--- config.mk ---
export PLATFORM = sky130hd
export DESIGN_NAME = router_rr_scheduler
export DESIGN_NICKNAME = d
export VERILOG_FILES = /design/src/rtl/router_rr_scheduler.sv
export SDC_FILE = /design/constraint.sdc
export NUM_CORES = 1
export LEC_CHECK = 0
export ABC_AREA = 1
export BUFFER_PORTS_ARGS = -buffer_cell sky130_fd_sc_hd__buf_2
export CAP_MARGIN = 20
export CORE_AREA = 2 2 503 505
export CTS_CLUSTER_DIAMETER = 120
export DETAILED_ROUTE_END_ITERATION = 16
export DIE_AREA = 0 0 505 507
export GPL_TIMING_DRIVEN = 0
export PLACE_DENSITY = 0.3
export SKIP_CTS_REPAIR_TIMING = 1
export SLEW_MARGIN = 20
export SYNTH_ARGS = -nofsm -noshare
export SYNTH_HDL_FRONTEND = slang
export SYNTH_SLANG_ARGS = --single-unit
export TNS_END_PERCENT = 5
--- constraint.sdc ---
create_clock -name clk -period 2.37 [get_ports clk]
set_input_delay 0.237 -clock clk [delete_from_list [all_inputs] [get_ports clk]]
set_output_delay 0.237 -clock clk [all_outputs]
set_load 0.01 [all_outputs]
--- src/rtl/router_rr_scheduler.sv ---
// router_rr_scheduler: packet-level round-robin scheduler that shares one output
// lane FIFO among four input lane FIFOs. A whole packet of NUMBER_PACKET beats is
// moved from the granted input before ownership can change. The hop-count field of
// each header beat is decremented on the way through and saturates at zero.
// Optional feature macro: ROUTER_SCHED_STATS_EN adds per-input packet counters
// (pkt_count) and a synchronous counter clear (stats_clr).
module router_rr_scheduler #(
  parameter int AURORA_DATA_WIDTH = 256,
  parameter int NUMBER_PACKET     = 5,
  parameter int HOP_LSB           = 5,
  parameter int HOP_WIDTH         = 2
) (
  input  logic                           clk,
  input  logic                           rst_n,
  input  logic [3:0]                     in_empty,
  output logic [3:0]                     in_rd,
  input  logic [4*AURORA_DATA_WIDTH-1:0] in_data,
  input  logic                           out_full,
  output logic                           out_we,
  output logic [AURORA_DATA_WIDTH-1:0]   out_data,
  output logic [1:0]                     grant,
  output logic                           busy
`ifdef ROUTER_SCHED_STATS_EN
  ,
  input  logic                           stats_clr,
  output logic [63:0]                    pkt_count
`endif
);

  localparam int CNT_W = $clog2(NUMBER_PACKET);
  localparam logic [CNT_W-1:0] LAST_BEAT = CNT_W'(NUMBER_PACKET - 1);

  typedef enum logic [1:0] {
    IDLE  = 2'd0,
    READ  = 2'd1,
    WRITE = 2'd2,
    HOLD  = 2'd3
  } state_t;

  state_t           state;
  state_t           state_nxt;
  logic [1:0]       rr_ptr;
  logic [1:0]       winner;
  logic [CNT_W-1:0] beat_cnt;
  logic [3:0]       req;
  logic             last_write;
  logic [AURORA_DATA_WIDTH-1:0] lane_data;

  // Decrement the hop field of a header beat; a zero hop count is left untouched.
  function automatic logic [AURORA_DATA_WIDTH-1:0] hop_decrement(
    input logic [AURORA_DATA_WIDTH-1:0] beat
  );
    logic [AURORA_DATA_WIDTH-1:0] res;
    logic [HOP_WIDTH-1:0]         hop;
    res = beat;
    hop = beat[HOP_LSB +: HOP_WIDTH];
    if (hop != '0) begin
      res[HOP_LSB +: HOP_WIDTH] = hop - 1'b1;
    end
    return res;
  endfunction

  assign req        = ~in_empty;
  assign last_write = (state == WRITE) && (beat_cnt == LAST_BEAT);
  assign busy       = (state != IDLE);

  // Round-robin search: first requester at or after rr_ptr, wrapping mod 4.
  always_comb begin
    logic       found;
    logic [1:0] idx;
    winner = rr_ptr;
    found  = 1'b0;
    idx    = '0;
    for (int k = 0; k < 4; k++) begin
      idx = rr_ptr + 2'(k);
      if (!found && req[idx]) begin
        winner = idx;
        found  = 1'b1;
      end
    end
  end

  // Next-state logic with Moore strobes decoded from the registered state and grant.
  always_comb begin
    state_nxt = state;
    in_rd     = '0;
    out_we    = 1'b0;
    case (state)
      IDLE: begin
        if (|req && !out_full) begin
          state_nxt = READ;
        end
      end
      READ: begin
        in_rd[grant] = 1'b1;
        state_nxt    = WRITE;
      end
      WRITE: begin
        out_we = 1'b1;
        if (beat_cnt == LAST_BEAT) begin
          state_nxt = IDLE;
        end else if (req[grant] && !out_full) begin
          state_nxt = READ;
        end else begin
          state_nxt = HOLD;
        end
      end
      HOLD: begin
        if (req[grant] && !out_full) begin
          state_nxt = READ;
        end
      end
      default: state_nxt = IDLE;
    endcase
  end

  // State, grant, beat counter and round-robin pointer registers.
  always_ff @(posedge clk or negedge rst_n) begin
    if (!rst_n) begin
      state    <= IDLE;
      grant    <= '0;
      rr_ptr   <= '0;
      beat_cnt <= '0;
    end else begin
      state <= state_nxt;
      if (state == IDLE && state_nxt == READ) begin
        grant    <= winner;
        beat_cnt <= '0;
      end
      if (state == WRITE) begin
        if (beat_cnt == LAST_BEAT) begin
          beat_cnt <= '0;
          rr_ptr   <= grant + 2'd1;
        end else begin
          beat_cnt <= beat_cnt + 1'b1;
        end
      end
    end
  end

  // Output data is the granted lane, with the hop field adjusted on the header beat.
  always_comb begin
    lane_data = in_data[grant*AURORA_DATA_WIDTH +: AURORA_DATA_WIDTH];
    out_data  = lane_data;
    if (state == WRITE && beat_cnt == '0) begin
      out_data = hop_decrement(lane_data);
    end
  end

`ifdef ROUTER_SCHED_STATS_EN
  logic [15:0] pkt_cnt [4];

  // Per-input completed-packet counters; clear has priority, counts saturate.
  always_ff @(posedge clk or negedge rst_n) begin
    if (!rst_n) begin
      for (int i = 0; i < 4; i++) pkt_cnt[i] <= '0;
    end else if (stats_clr) begin
      for (int i = 0; i < 4; i++) pkt_cnt[i] <= '0;
    end else if (last_write && pkt_cnt[grant] != 16'hFFFF) begin
      pkt_cnt[grant] <= pkt_cnt[grant] + 16'd1;
    end
  end

  for (genvar g = 0; g < 4; g++) begin : g_cnt
    assign pkt_count[g*16 +: 16] = pkt_cnt[g];
  end
`endif

endmodule

==> results of run 1 <==
## placed cells by master (no fill, tap or decap), types with 2 or more instances in the layout
| cell | synthesis | layout |
|---|---|---|
| buf_2 | 79 | 1221 |
| nor2_1 | 520 | 477 |
| o21ai_0 | 477 | 374 |
| o22ai_1 | 255 | 181 |
| diode_2 | 0 | 108 |
| o21ai_1 | 44 | 83 |
| buf_4 | 8 | 69 |
| o22ai_2 | 0 | 69 |
| buf_6 | 6 | 64 |
| clkbuf_4 | 0 | 52 |
| nand2_1 | 48 | 48 |
| clkbuf_2 | 0 | 43 |
| o21ai_2 | 0 | 43 |
| nor2_2 | 0 | 35 |
| o21ai_4 | 0 | 21 |
| inv_1 | 18 | 18 |
| nor2_4 | 1 | 9 |
| buf_12 | 0 | 8 |
| nand3_1 | 8 | 8 |
| buf_8 | 0 | 7 |
| clkbuf_1 | 74 | 7 |
| nand2_2 | 7 | 7 |
| dfrtp_1 | 9 | 7 |
| ha_1 | 6 | 6 |
| o22ai_4 | 0 | 5 |
| a21oi_1 | 5 | 5 |
| clkbuf_16 | 0 | 4 |
| buf_16 | 0 | 3 |
| inv_2 | 3 | 2 |
## worst max-delay path, stage by stage, from the launching register on
cell and delay, ns:
dfrtp_2 0.43, buf_12 0.16, buf_12 0.18, inv_16 0.09, clkbuf_16 0.23, clkbuf_4 0.20, nor2_1 0.40, o22ai_1 0.16
buf_2 0.17
## layout make-up
class	count	area, sq um
Inverter	22	104
Tap cell	3348	4190
Sequential cell	9	230
Timing Repair Buffer	1304	6940
Antenna cell	108	270
Buffer	171	1430
Multi-Input combinational cell	1377	7630
Fill cell	30227	230000
Clock buffer	4	78.8
## registers in the layout, indices dropped and copies added (netlist names)
name,flops
rr_ptr,2
grant,2
state,2
beat_cnt,3
## cells by family (layout without fill, tap and decap cells)
logic type	Yosys count	in the layout
AOI/OAI and AO/OA	783	783
xor gates and xnor gates	1	1
adders and majority gates	6	6
buffers and inverters	193	1501
DFF	9	9
other	0	108
and+or+nand+nor	587	587
## through the flow
| stage | utilization [%] | instance area [sq um] | std cells | setup WS [ns] |
|---|---|---|---|---|
| 3_3_place_gp | 7.34 | 18400 | 6221 | -2.11 |
| 6_report | 8.33 | 20900 | 6343 | -0.169 |
| 2_1_floorplan | - | 7710 | 1579 | 0.698 |
| 5_1_grt | 8.27 | 20700 | 6284 | -0.170 |
| 4_1_cts | 7.38 | 18500 | 6228 | -2.03 |
| 3_5_place_dp | 7.34 | 18400 | 6224 | -1.77 |
## routing by layer
metal / GRT usage [%] / routed length (um) / up-vias
li1: - / - / 8386
met1: 18.6 / 84000 / 9539
met2: 29.6 / 109000 / 1690
met3: 9.78 / 33400 / 569
met4: 5.13 / 10500 / 126
met5: 0 / 823 / -
## where the power goes
group          total [W]  switching (W)  internal (W)
clock           0.000298      0.0000734      0.000225
sequential      0.000352       0.000118      0.000233
combinational     0.0272         0.0193       0.00788
## final timing paths
path | to | slack, ns | start
max | out_data[182] | -0.17 | grant[0]$_DFFE_PN0P_
min | state[1]$_DFF_PN0_ | 0.37 | out_full
max reg2reg | rr_ptr[1]$_DFFE_PN0P_ | 0.39 | grant[0]$_DFFE_PN0P_
min reg2reg | beat_cnt[1]$_DFFE_PN0P_ | 0.57 | beat_cnt[1]$_DFFE_PN0P_
max in group asynchronous | grant[1]$_DFFE_PN0P_ | 1.71 | rst_n
min in group asynchronous | beat_cnt[1]$_DFFE_PN0P_ | 0.43 | rst_n
==> impl_metrics.tcl, run 1 <==
set metrics [dict create \
    status "finished with violations" \
    violations "setup timing" \
    async_reset_ff_share_pct 100 \
    cts_buffer_depth 2 \
    synth.distinct_cells 25 \
    whs_ns 0.365 \
    cp.arrival_ns 2.30 \
    syn_nets 2616 \
    postRouteAntennaNets 0 \
    synth-compound-area-share_pct 55.1 \
    slew_headroom_pct 49.3 \
    viasPerCell 3.20 \
    gr-total-overflow 0 \
    die_height_um 507 \
    hold_path.class "in -> reg" \
    setup_viol 149 \
    power.total_w 0.0278 \
    dp_hpwl_mm 223 \
    synth_edf_count 0 \
    grt_util_all_layers_pct 17.6 \
    power_leakage_nw 8.97 \
    critPathLaunchType "flop" \
    crit_path_end_kind "primary output" \
    rsz0062_at_grt "true" \
    rows 184 \
    crit_path_max_fanout 10 \
    clock-root-buffer "clkbuf_16" \
    antenna_found_initial 329 \
    grt_pass1_vias 19305 \
    yosysWarnings 0 \
    critPathKind "reg -> out" \
    ir_drop_uv 311 \
    syn_avg_cell_area_sq_um 4.88 \
    power_density_nw_per_um2 1330 \
    finClkSkew_ns 0.00152 \
    num-nets-final 3925 \
    synthTopCellsByCount "520 x nor2_1, 477 x o21ai_0, 255 x o22ai_1" \
    grt_pass1_wl_mm 278 \
    start_util_pct 3.08 \
    yosys.area_share.simple_pct 29.2 \
    fmax_mhz 394 \
    drc_errors 0 \
    syn_area_sq_um 7710 \
    synthXorXnorAreaFrac_pct 0.114 \
    num_vias 20310 \
    post_drt_wl_per_cell_um 37.5 \
    yosysTopAreaCell "o21ai_0" \
    synth.most_common_cell "nor2_1" \
    dr.pass1.iters 5 \
    io_pins 1295 \
    ys.flop_type "dfrtp_1" \
    hold_violations 0 \
    synth_fa_ha_area_share_pct 0.974 \
    area_growth_pct 171 \
    die_x_um 505 \
    finalCritPeriodShare_pct 107 \
    synth_cells 1579 \
    clock-sinks 9 \
    worst_pin_slew_ns 0.752 \
    layout_setup_ws_ns -0.169 \
    setup-tns-final_ns -8.72 \
    core_sq_um 250000 \
    synthMuxAreaShare_pct 0 \
    place.gp.congestion 1.05 \
    yosysTopAreaCellShare_pct 31.0 \
    synth-seq-area-share_pct 2.92 \
    worstRegToRegCells 8 \
    routed_wirelength_mm 238 \
    clkSlewWorstSetupHoldPaths_ns 0.04 \
    cap_violations 0 \
    period_minus_slack_ns 2.54 \
    maxSlewViolCount 0 \
    synth_top_family_by_area "compound AO/OA/AOI/OAI gates" \
    ys_ff_latch 9 \
    die_area_sq_um 256000 \
    cts-htree-levels 1 \
    port_buffers 1294 \
    cts_tree "done" \
    clkLatencyLatePin_ns 0.23 \
    numCtsBuffers 3 \
    cp.required_ns 2.13 \
    synth.area.top_cells "o21ai_0 31%, nor2_1 25%, o22ai_1 21%" \
    drive_above_1_share_pct 57.8 \
    drtIter0Drc 1822 \
    grt_max_degree 12 \
    hold-path-cell-count 3 \
]
(Power assumes the default switching activity.)
==> inputs of run 2 (changes only) <==
- CELL_PAD_IN_SITES_DETAIL_PLACEMENT: not set -> 0
- CELL_PAD_IN_SITES_GLOBAL_PLACEMENT: not set -> 1
- CORE_AREA: 2 2 503 505 -> 2 2 506 508
- DIE_AREA: 0 0 505 507 -> 0 0 508 510
- PLACE_DENSITY: 0.3 -> 0.32
==> run 2 against run 1 <==
  * The run still ends with setup timing left
  * Critical path depth down 2
  * Worst setup slack better by 0.018 ns
  * First-iteration DRC count down 21%
  * Via count down 2.7%
  * Sequential share of layout area about the same
  * Largest power group unchanged
==> impl_metrics.tcl, run 2 (synthesis gave the netlist of run 1 again) <==
set metrics [dict create \
    crit_path_max_fanout 10 \
    r2r_start "grant[1]$_DFFE_PN0P_" \
    rsz0062_at_grt "true" \
    power_density_nw_per_um2 1340 \
    largest_reg_flops 3 \
    cp.arrival_ns 2.28 \
    critPathLaunchType "flop" \
    hold-path-cell-count 3 \
    post_drt_wl_per_cell_um 35.6 \
    antenna_found_initial 260 \
    clkLatencyLatePin_ns 0.23 \
    drive_above_1_share_pct 58.3 \
    cap_violations 0 \
    grt_pass1_wl_mm 264 \
    layout_setup_ws_ns -0.151 \
    status "finished with violations" \
    slowest_delay_ns 0.51 \
    dr.pass1.iters 7 \
    clkSlewWorstSetupHoldPaths_ns 0.04 \
    critPathKind "reg -> out" \
    setup_viol 110 \
    dp_hpwl_mm 210 \
    gr-total-overflow 0 \
    final_common_cell "buf_2" \
    core_sq_um 253000 \
    final_cell_mix "1226 x buf_2, 453 x nor2_1, 393 x o21ai_0, 184 x o22ai_1, 75 x o21ai_1" \
    drc_errors 0 \
    numCtsBuffers 3 \
    cts_tree "done" \
    reg2reg_setup_slack_ns 0.52 \
    clock-sinks 9 \
    routed_wirelength_mm 226 \
    period_minus_slack_ns 2.52 \
    pre_cts_slack_ns -1.74 \
    min_from "out_full" \
    maxSlewViolCount 0 \
    num-nets-final 3925 \
    cp_cell_sequence "buf_8 > buf_4 > clkbuf_4 > o21ai_0 > o22ai_1 > buf_2" \
    grt_util_all_layers_pct 16.4 \
    grt_max_degree 12 \
    start_util_pct 3.04 \
    whs_ns 0.322 \
    hold_path.class "in -> reg" \
    slew_headroom_pct 51.5 \
    viasPerCell 3.12 \
    regMostFlops "beat_cnt" \
    violations "setup timing" \
    finClkSkew_ns 0.000384 \
    cts_buffer_depth 2 \
    area_growth_pct 172 \
    worst_pin_slew_ns 0.719 \
    ir_drop_uv 492 \
    setup-tns-final_ns -4.42 \
    power_leakage_nw 9.00 \
    cts-htree-levels 1 \
    port_buffers 1294 \
    crit_path_end_kind "primary output" \
    fmax_mhz 397 \
    worstRegToRegCells 6 \
    hold_violations 0 \
    die_area_sq_um 259000 \
    clock-root-buffer "clkbuf_16" \
    die_x_um 508 \
    postRouteAntennaNets 0 \
    r2r_end "rr_ptr[1]$_DFFE_PN0P_" \
    numPlacedInstances 6242 \
    drtIter0Drc 1445 \
    fin_util_pct 8.27 \
    finalCritPeriodShare_pct 106 \
    holdPathEnd "state[1]$_DFF_PN0_" \
    grt_pass1_vias 19746 \
    place.gp.congestion 0.991 \
    final_cells 6334 \
    cp.required_ns 2.13 \
    cpMaxStageDelayCell "o21ai_0" \
    rows 185 \
    num_vias 19771 \
    die_height_um 510 \
    io_pins 1295 \
]
run 2: changes by cell type in the layout (fill, tap and decap cells not counted), moves of 7 or more:
cell	previous run	this run
diode_2	108	81
nor2_1	477	453
o21ai_0	374	393
nor2_2	35	52
clkbuf_2	43	30
o21ai_2	43	32
buf_6	64	72
o21ai_1	83	75
nor2_4	9	16
run 2: worst max-delay path by stage:
stage          slack (ns)  depth (start not counted)             to                  from
2_1_floorplan        0.70                          8       in_rd[2]  grant[0]$_DFFE_PN0P_
3_3_place_gp        -1.77                          6  out_data[220]  grant[1]$_DFFE_PN0P_
3_5_place_dp        -1.74                          6  out_data[220]  grant[1]$_DFFE_PN0P_
4_1_cts             -2.00                          6  out_data[220]  grant[1]$_DFFE_PN0P_
5_1_grt             -0.19                          6  out_data[226]  grant[1]$_DFFE_PN0P_
6_report            -0.15                          6  out_data[112]  grant[0]$_DFFE_PN0P_
run 2: routing by layer:
layer	vias to the layer above	part of all wire (%)	global-route usage, %
met5	-	0.34	0
met4	116	4.2	4.84
met3	406	13	8.38
met2	1496	45	27.3
met1	9393	37	18.1
li1	8360	-	-
run 2: metrics by stage:
step / area (sq um) / total power, W
finish: 21000 / 0.0280
global route: 20900 / 0.0298
CTS: 18500 / 0.0254
detailed placement: 18400 / 0.0250
global placement: 18400 / 0.0251
floorplan: 7710 / 0.00894
run 2: where the power goes:
group	switching (W)	internal (W)
clock	0.0000736	0.000225
sequential	0.000121	0.000233
combinational	0.0193	0.00802
run 2: final cells by class:
cell class                      count  area (sq um)
Tap cell                         3366          4210
Sequential cell                     9           230
Buffer                            171          1540
Multi-Input combinational cell   1377          7650
Inverter                           22           106
Timing Repair Buffer             1304          6930
Clock buffer                        4          78.8
Fill cell                       30481        233000
Antenna cell                       81           203
run 2: critical path: cells and delay by family (launching register included):
kind,cells,cell delay [ns]
buffers and inverters,4,0.85
AOI/OAI and AO/OA,2,0.68
DFF,1,0.46
